--- config.mk ---
export PLATFORM = sky130hd
export DESIGN_NAME = rv_decode_stage
export DESIGN_NICKNAME = d
export VERILOG_FILES = /design/src/rtl/rv_decode_pkg.sv /design/src/rtl/rv_imm_gen.sv /design/src/rtl/rv_decode_stage.sv
export SDC_FILE = /design/constraint.sdc
export NUM_CORES = 1
export LEC_CHECK = 0
export CORE_ASPECT_RATIO = 0.9
export CORE_MARGIN = 5
export CORE_UTILIZATION = 46
export CTS_CLUSTER_SIZE = 16
export DETAILED_ROUTE_END_ITERATION = 10
export GPL_ROUTABILITY_DRIVEN = 0
export PLACE_DENSITY = 0.73
export SLEW_MARGIN = 20
export SYNTH_ARGS = -nofsm -noshare
export SYNTH_HDL_FRONTEND = slang
export SYNTH_SLANG_ARGS = --single-unit
--- constraint.sdc ---
create_clock -name clk -period 5.25 [get_ports clk]
set_input_delay 1.05 -clock clk [delete_from_list [all_inputs] [get_ports clk]]
set_output_delay 1.05 -clock clk [all_outputs]
set_load 0.02 [all_outputs]
--- src/rtl/rv_decode_pkg.sv ---
// Shared opcodes, format codes and decoded-bundle type for the decode stage.
// Build with RV_DECODE_ILLEGAL_EN defined to enable illegal-instruction flagging.
package rv_decode_pkg;

  localparam logic [6:0] OP_LUI    = 7'b0110111;
  localparam logic [6:0] OP_AUIPC  = 7'b0010111;
  localparam logic [6:0] OP_JAL    = 7'b1101111;
  localparam logic [6:0] OP_JALR   = 7'b1100111;
  localparam logic [6:0] OP_BRANCH = 7'b1100011;
  localparam logic [6:0] OP_LOAD   = 7'b0000011;
  localparam logic [6:0] OP_STORE  = 7'b0100011;
  localparam logic [6:0] OP_IMM    = 7'b0010011;
  localparam logic [6:0] OP_REG    = 7'b0110011;
  localparam logic [6:0] OP_FENCE  = 7'b0001111;
  localparam logic [6:0] OP_SYSTEM = 7'b1110011;

  typedef enum logic [2:0] {
    FMT_R    = 3'd0,
    FMT_I    = 3'd1,
    FMT_S    = 3'd2,
    FMT_B    = 3'd3,
    FMT_U    = 3'd4,
    FMT_J    = 3'd5,
    FMT_NONE = 3'd7
  } fmt_t;

  // Immediate is kept beside this bundle since its width follows XLEN.
  typedef struct packed {
    logic [6:0] opcode;
    logic [4:0] rd;
    logic [2:0] funct3;
    logic [4:0] rs1;
    logic [4:0] rs2;
    logic [6:0] funct7;
    fmt_t       fmt;
    logic       illegal;
  } dec_t;

  function automatic logic legal_f7(input logic [6:0] f7);
    return (f7 == 7'b0000000) || (f7 == 7'b0100000);
  endfunction

endpackage

--- src/rtl/rv_imm_gen.sv ---
// Combinational RV32I format classifier and sign-extended immediate builder.
// Immediates are widened to XLEN by replicating inst[31].
module rv_imm_gen
  import rv_decode_pkg::*;
#(
  parameter int XLEN = 32
) (
  input  logic [31:0]     inst,
  output fmt_t            fmt,
  output logic [XLEN-1:0] imm
);

  logic [6:0]  op;
  logic [31:0] imm32;

  assign op = inst[6:0];

  always_comb begin
    fmt   = FMT_NONE;
    imm32 = '0;
    unique case (1'b1)
      (op == OP_REG): begin
        fmt = FMT_R;
      end
      (op == OP_IMM || op == OP_LOAD ||
       op == OP_JALR || op == OP_SYSTEM ||
       op == OP_FENCE): begin
        fmt   = FMT_I;
        imm32 = {{20{inst[31]}}, inst[31:20]};
      end
      (op == OP_STORE): begin
        fmt   = FMT_S;
        imm32 = {{20{inst[31]}}, inst[31:25],
                 inst[11:7]};
      end
      (op == OP_BRANCH): begin
        fmt   = FMT_B;
        imm32 = {{19{inst[31]}}, inst[31], inst[7],
                 inst[30:25], inst[11:8], 1'b0};
      end
      (op == OP_LUI || op == OP_AUIPC): begin
        fmt   = FMT_U;
        imm32 = {inst[31:12], 12'b0};
      end
      (op == OP_JAL): begin
        fmt   = FMT_J;
        imm32 = {{11{inst[31]}}, inst[31],
                 inst[19:12], inst[20],
                 inst[30:21], 1'b0};
      end
      default: begin
        fmt   = FMT_NONE;
        imm32 = '0;
      end
    endcase
  end

  assign imm = XLEN'($signed(imm32));

endmodule

--- src/rtl/rv_decode_stage.sv ---
// RV32I decode stage: field split, format/immediate, 2-entry output buffer.
// Define RV_DECODE_ILLEGAL_EN to drive out_illegal; otherwise it is tied low.
module rv_decode_stage
  import rv_decode_pkg::*;
#(
  parameter int XLEN  = 32,
  parameter int CNT_W = 16
) (
  input  logic             clk,
  input  logic             reset,
  input  logic             in_valid,
  output logic             in_ready,
  input  logic [31:0]      in_inst,
  output logic             out_valid,
  input  logic             out_ready,
  output logic [6:0]       out_opcode,
  output logic [4:0]       out_rd,
  output logic [2:0]       out_funct3,
  output logic [4:0]       out_rs1,
  output logic [4:0]       out_rs2,
  output logic [6:0]       out_funct7,
  output logic [2:0]       out_fmt,
  output logic [XLEN-1:0]  out_imm,
  output logic             out_illegal,
  output logic [CNT_W-1:0] dec_count
);

  fmt_t            fmt_in;
  logic [XLEN-1:0] imm_in;
  logic            ill_in;
  dec_t            dec_in;

  rv_imm_gen #(.XLEN(XLEN)) u_imm (
    .inst (in_inst),
    .fmt  (fmt_in),
    .imm  (imm_in)
  );

`ifdef RV_DECODE_ILLEGAL_EN
  logic is_shift;
  logic is_reg;

  assign is_shift = (in_inst[6:0] == OP_IMM) &&
                    (in_inst[13:12] == 2'b01);
  assign is_reg   = (in_inst[6:0] == OP_REG);
  assign ill_in   = (fmt_in == FMT_NONE) ||
                    ((is_shift || is_reg) &&
                     !legal_f7(in_inst[31:25]));
`else
  assign ill_in = 1'b0;
`endif

  assign dec_in = '{
    opcode:  in_inst[6:0],
    rd:      in_inst[11:7],
    funct3:  in_inst[14:12],
    rs1:     in_inst[19:15],
    rs2:     in_inst[24:20],
    funct7:  in_inst[31:25],
    fmt:     fmt_in,
    illegal: ill_in
  };

  dec_t            head_q;
  dec_t            tail_q;
  logic [XLEN-1:0] head_imm_q;
  logic [XLEN-1:0] tail_imm_q;
  logic [1:0]      count_q;
  logic [1:0]      count_d;
  logic            rdy_q;
  logic [CNT_W-1:0] cnt_q;
  logic            push;
  logic            pop;

  assign push    = in_valid && rdy_q;
  assign pop     = (count_q != 2'd0) && out_ready;
  assign count_d = count_q + {1'b0, push} - {1'b0, pop};

  // Head slot is only rewritten on a new entry, so an empty
  // buffer keeps presenting the last popped bundle.
  always_ff @(posedge clk) begin
    if (reset) begin
      head_q     <= '0;
      tail_q     <= '0;
      head_imm_q <= '0;
      tail_imm_q <= '0;
      count_q    <= 2'd0;
      rdy_q      <= 1'b1;
      cnt_q      <= '0;
    end else begin
      count_q <= count_d;
      rdy_q   <= (count_d != 2'd2);
      if (pop) cnt_q <= cnt_q + 1'b1;
      unique case (count_q)
        2'd0: begin
          if (push) begin
            head_q     <= dec_in;
            head_imm_q <= imm_in;
          end
        end
        2'd1: begin
          if (push && pop) begin
            head_q     <= dec_in;
            head_imm_q <= imm_in;
          end else if (push) begin
            tail_q     <= dec_in;
            tail_imm_q <= imm_in;
          end
        end
        2'd2: begin
          if (pop) begin
            head_q     <= tail_q;
            head_imm_q <= tail_imm_q;
          end
        end
        default: ;
      endcase
    end
  end

  assign in_ready    = rdy_q;
  assign out_valid   = (count_q != 2'd0);
  assign out_opcode  = head_q.opcode;
  assign out_rd      = head_q.rd;
  assign out_funct3  = head_q.funct3;
  assign out_rs1     = head_q.rs1;
  assign out_rs2     = head_q.rs2;
  assign out_funct7  = head_q.funct7;
  assign out_fmt     = head_q.fmt;
  assign out_imm     = head_imm_q;
  assign out_illegal = head_q.illegal;
  assign dec_count   = cnt_q;

endmodule
==> metrics.txt <==
total die area 17,140 µm²; power per standard cell area 575.2 nW/µm²; largest net degree at the start of global routing 83; transition time at the pin with the least slew margin about 1.0 ns; I/O pins ~120; CTS tree done; Internal Pwr Total 0.002994 W; Switching Share 39.29%; Yosys warning count 0; Total Wirelength between 15,000 and 20,000 µm; Worst setup startpoint out_ready; Max Cap Violations 0; flop2flop setup slack 2.37 ns; buffer depth of the longest clock path 2; CP Launch Type input port; number of buffers added on ports 120; antenna violations before repair 0; post-synth cell types 59; Hold WC Path Type flop to flop; TritonCTS Buffers 17; static leakage ~3.0 nW; FFs w/ async S/R, synth 0%; worst-path cell with the longest stage delay sky130_fd_sc_hd__and3_1; final setup vio count 0; register area about 3100 µm²; switching power 0.001937 W; ys flop type sky130_fd_sc_hd__dfxtp_1; clock period minus final worst setup slack 3.407 ns; number of remaining DRC errors 0; post-synth net total 867; setup clock skew after layout 0.008768 ns; post-CTS resize count 0; drt first-iter violations 626; Crit Reg-Reg Startpoint count_q[1]; initial cell density of the core 46.37%; net total in the final layout 945; unrepaired setup endpoints after global routing no; sequential fraction of design power 34.0%; Final TNS setup 0 ns; largest area contributor in the synthesized netlist sky130_fd_sc_hd__dfxtp_1; area of the core 14,500 µm²; most repeated cell in the gate-level netlist after synthesis sky130_fd_sc_hd__nand2_1; worst reg2reg path depth 10; hold bufs inserted after CTS 0; post-synthesis sequential element count 153; number of sinks on the clock net 153; Clock H-tree levels 4; most prevalent standard cell on the critical path sky130_fd_sc_hd__nand2_1; required time worst endpoint 5.59 ns; maximum clock frequency 293.5 MHz; critical-path cell list clkdlybuf4s50_1 -> nand2_1 -> inv_1 -> ha_1 -> nand3b_1 -> and3_1 -> buf_4 -> nand2_1 -> a221oi_2; average wire per cell in the routed design 16.47 µm; count of fill cells added during filler insertion 1,287; share of layout cells above drive strength 1 8.833%; area delta synth->final 27.48%; average instance area after synthesis 8.142 µm²; worst supply voltage drop on vdd 264.4 µV; area fraction of the dominant cell type after synthesis between 40 and 50%; number of synthesized flops with an enable pin 0; buffer type at the clock tree root sky130_fd_sc_hd__clkbuf_16; endpoint kind of the worst setup timing path flop; iteration count of the initial detailed-routing pass 5; crit path to out_imm[21]; sequential cell area fraction in the yosys report 45.54%; number of rows in the core area 42; horizontal extent of the die about 140 µm; max-slew violation count 0; clock input transition at the sequential cells of the worst setup and hold paths 0.07 ns; via count 6,141; run status complete, no violations; worst flop-to-flop path endpoint out_imm[21]; fraction of the cycle the final worst path needs ~65%; area of the mapped netlist a little under 7000 µm²; critical path data arrival time 3.74 ns; global-route wire length before repair 30,000 µm; largest fanout of any net on the critical path 23; vias in the first global route 5,762; Clk network pwr share 24.7%; logic gate share of total power between 40 and 50%; aggregate global routing overflow 0; leading cell types by total area after synthesis sky130_fd_sc_hd__dfxtp_1 (46%), sky130_fd_sc_hd__nand2_1 (11%), sky130_fd_sc_hd__nor2_1 (5.4%), sky130_fd_sc_hd__a311oi_1 (4.9%), sky130_fd_sc_hd__a21oi_1 (3.3%); placed wire-length estimate 11,880 µm; count of nets left with antenna violations after detail routing 0; post-synthesis instance total 826; synth cell count leaders sky130_fd_sc_hd__nand2_1 (196), sky130_fd_sc_hd__dfxtp_1 (153), sky130_fd_sc_hd__nor2_1 (96); clock latency of the later-clocked register in the worst-skew pair 0.43 ns; Critical Path Max Stage Delay 0.90 ns; vertical extent of the die 124.7 µm; total area of multi-input combinational cells 3352 µm²; Via-to-Cell Ratio ~5.5; overall fraction of global-route tracks in use 21.49%; max-slew headroom at the worst pin between 20 and 30%; Worst Setup Path Type input port to flop; number of buffers inserted by post-CTS setup repair 0; number of failing hold endpoints at the final stage 0; worst hold slack after final layout 0.4555 ns; antenna fix cells 0
[cells by family (layout without fill, tap and decap cells)]
family          Yosys count  in the layout  synth area share, %
compound gates          186            186                21.51
other cells               1              1              0.05576
mux                       1              1               0.1488
fa+ha+maj                 5              5               0.9302
buf+inv                  81            172                4.967
xor+xnor                 15             15                1.954
simple gates            384            384                24.89
flops                   153            153                45.54
[flip-flops by register name, summed over array words and instances (netlist names)]
name	cells
count_q	2
dec_count	16
in_ready	1
out_fmt	3
out_funct3	3
out_funct7	7
out_imm	32
out_opcode	7
out_rd	5
out_rs1	5
out_rs2	5
tail_imm_q	32
tail_q	35
[power groups by stage]
stage          logic [W]  registers, W  clock network, W
2_1_floorplan    0.00104       0.00192                 0
3_3_place_gp     0.00201       0.00170                 0
3_5_place_dp     0.00203       0.00170                 0
4_1_cts          0.00205       0.00168           0.00123
5_1_grt          0.00223       0.00172           0.00129
6_report         0.00204       0.00168           0.00122
[cells in the final DEF, fill, tap and decap left out, types with 6 or more instances in the layout]
cell type	n
sky130_fd_sc_hd__a221oi_1	15
sky130_fd_sc_hd__xnor2_1	6
sky130_fd_sc_hd__nor2_1	96
sky130_fd_sc_hd__clkbuf_16	17
sky130_fd_sc_hd__a311oi_1	38
sky130_fd_sc_hd__xor2_1	9
sky130_fd_sc_hd__inv_1	7
sky130_fd_sc_hd__nand2_1	196
sky130_fd_sc_hd__o21ai_0	23
sky130_fd_sc_hd__dfxtp_1	153
sky130_fd_sc_hd__nor3_1	27
sky130_fd_sc_hd__a22o_1	6
sky130_fd_sc_hd__or3_1	8
sky130_fd_sc_hd__a211oi_2	10
sky130_fd_sc_hd__a211oi_1	12
sky130_fd_sc_hd__a31oi_1	7
sky130_fd_sc_hd__a221oi_2	10
sky130_fd_sc_hd__nand3b_1	7
sky130_fd_sc_hd__a21oi_1	45
sky130_fd_sc_hd__buf_4	13
sky130_fd_sc_hd__nand3_1	9
sky130_fd_sc_hd__clkdlybuf4s50_1	119
[how the worst min path moves through the flow]
stage	slack, ns	end	from	cells past startpoint
global route	0.47	tail_q[18]	tail_q[18]	2
global placement	0.44	tail_imm_q[31]	tail_imm_q[31]	2
CTS	0.46	tail_imm_q[31]	tail_imm_q[31]	2
finish	0.46	tail_imm_q[31]	tail_imm_q[31]	2
detailed placement	0.45	tail_q[25]	tail_q[25]	2
floorplan	0.43	tail_imm_q[31]	tail_imm_q[31]	2
[through the flow]
step,power (W),std cells,area [µm²],util [%],worst slack (ns)
6_report,0.004931,1115,8573,59.11,1.843
5_1_grt,0.005237,1115,8573,59.11,1.585
4_1_cts,0.004959,1115,8573,59.11,1.873
3_5_place_dp,0.003735,1083,7981,55.03,1.431
3_3_place_gp,0.003711,1083,7981,55.03,1.515
2_1_floorplan,0.002964,826,6725,-,2.628
[per-layer routing]
metal / GRT usage [%] / vias to the layer above / share of wire (%)
li1: - / 3058 / -
met1: 30.23 / 2883 / 46
met2: 33.58 / 187 / 46
met3: 4.523 / 13 / 6.9
met4: 5.164 / 0 / 0.79
met5: 0 / - / 0
[worst max-delay path, delay by kind of cell]
family	cells	cell delay (ns)
AO/OA/AOI/OAI	1	0.24
AND/OR/NAND/NOR	4	1.34
adder cells (fa/ha/maj)	1	0.21
buffers and inverters	3	0.90
[layout make-up]
class | count | area share [%]
multi-input cells | 592 | 39.10
inverters | 8 | 0.3503
well taps | 198 | 2.890
flip-flops and latches | 153 | 35.73
repair buffers | 132 | 15.03
clock buffers | 18 | 5.123
clock inverters | 14 | 1.780
(Power assumes the default switching activity.)
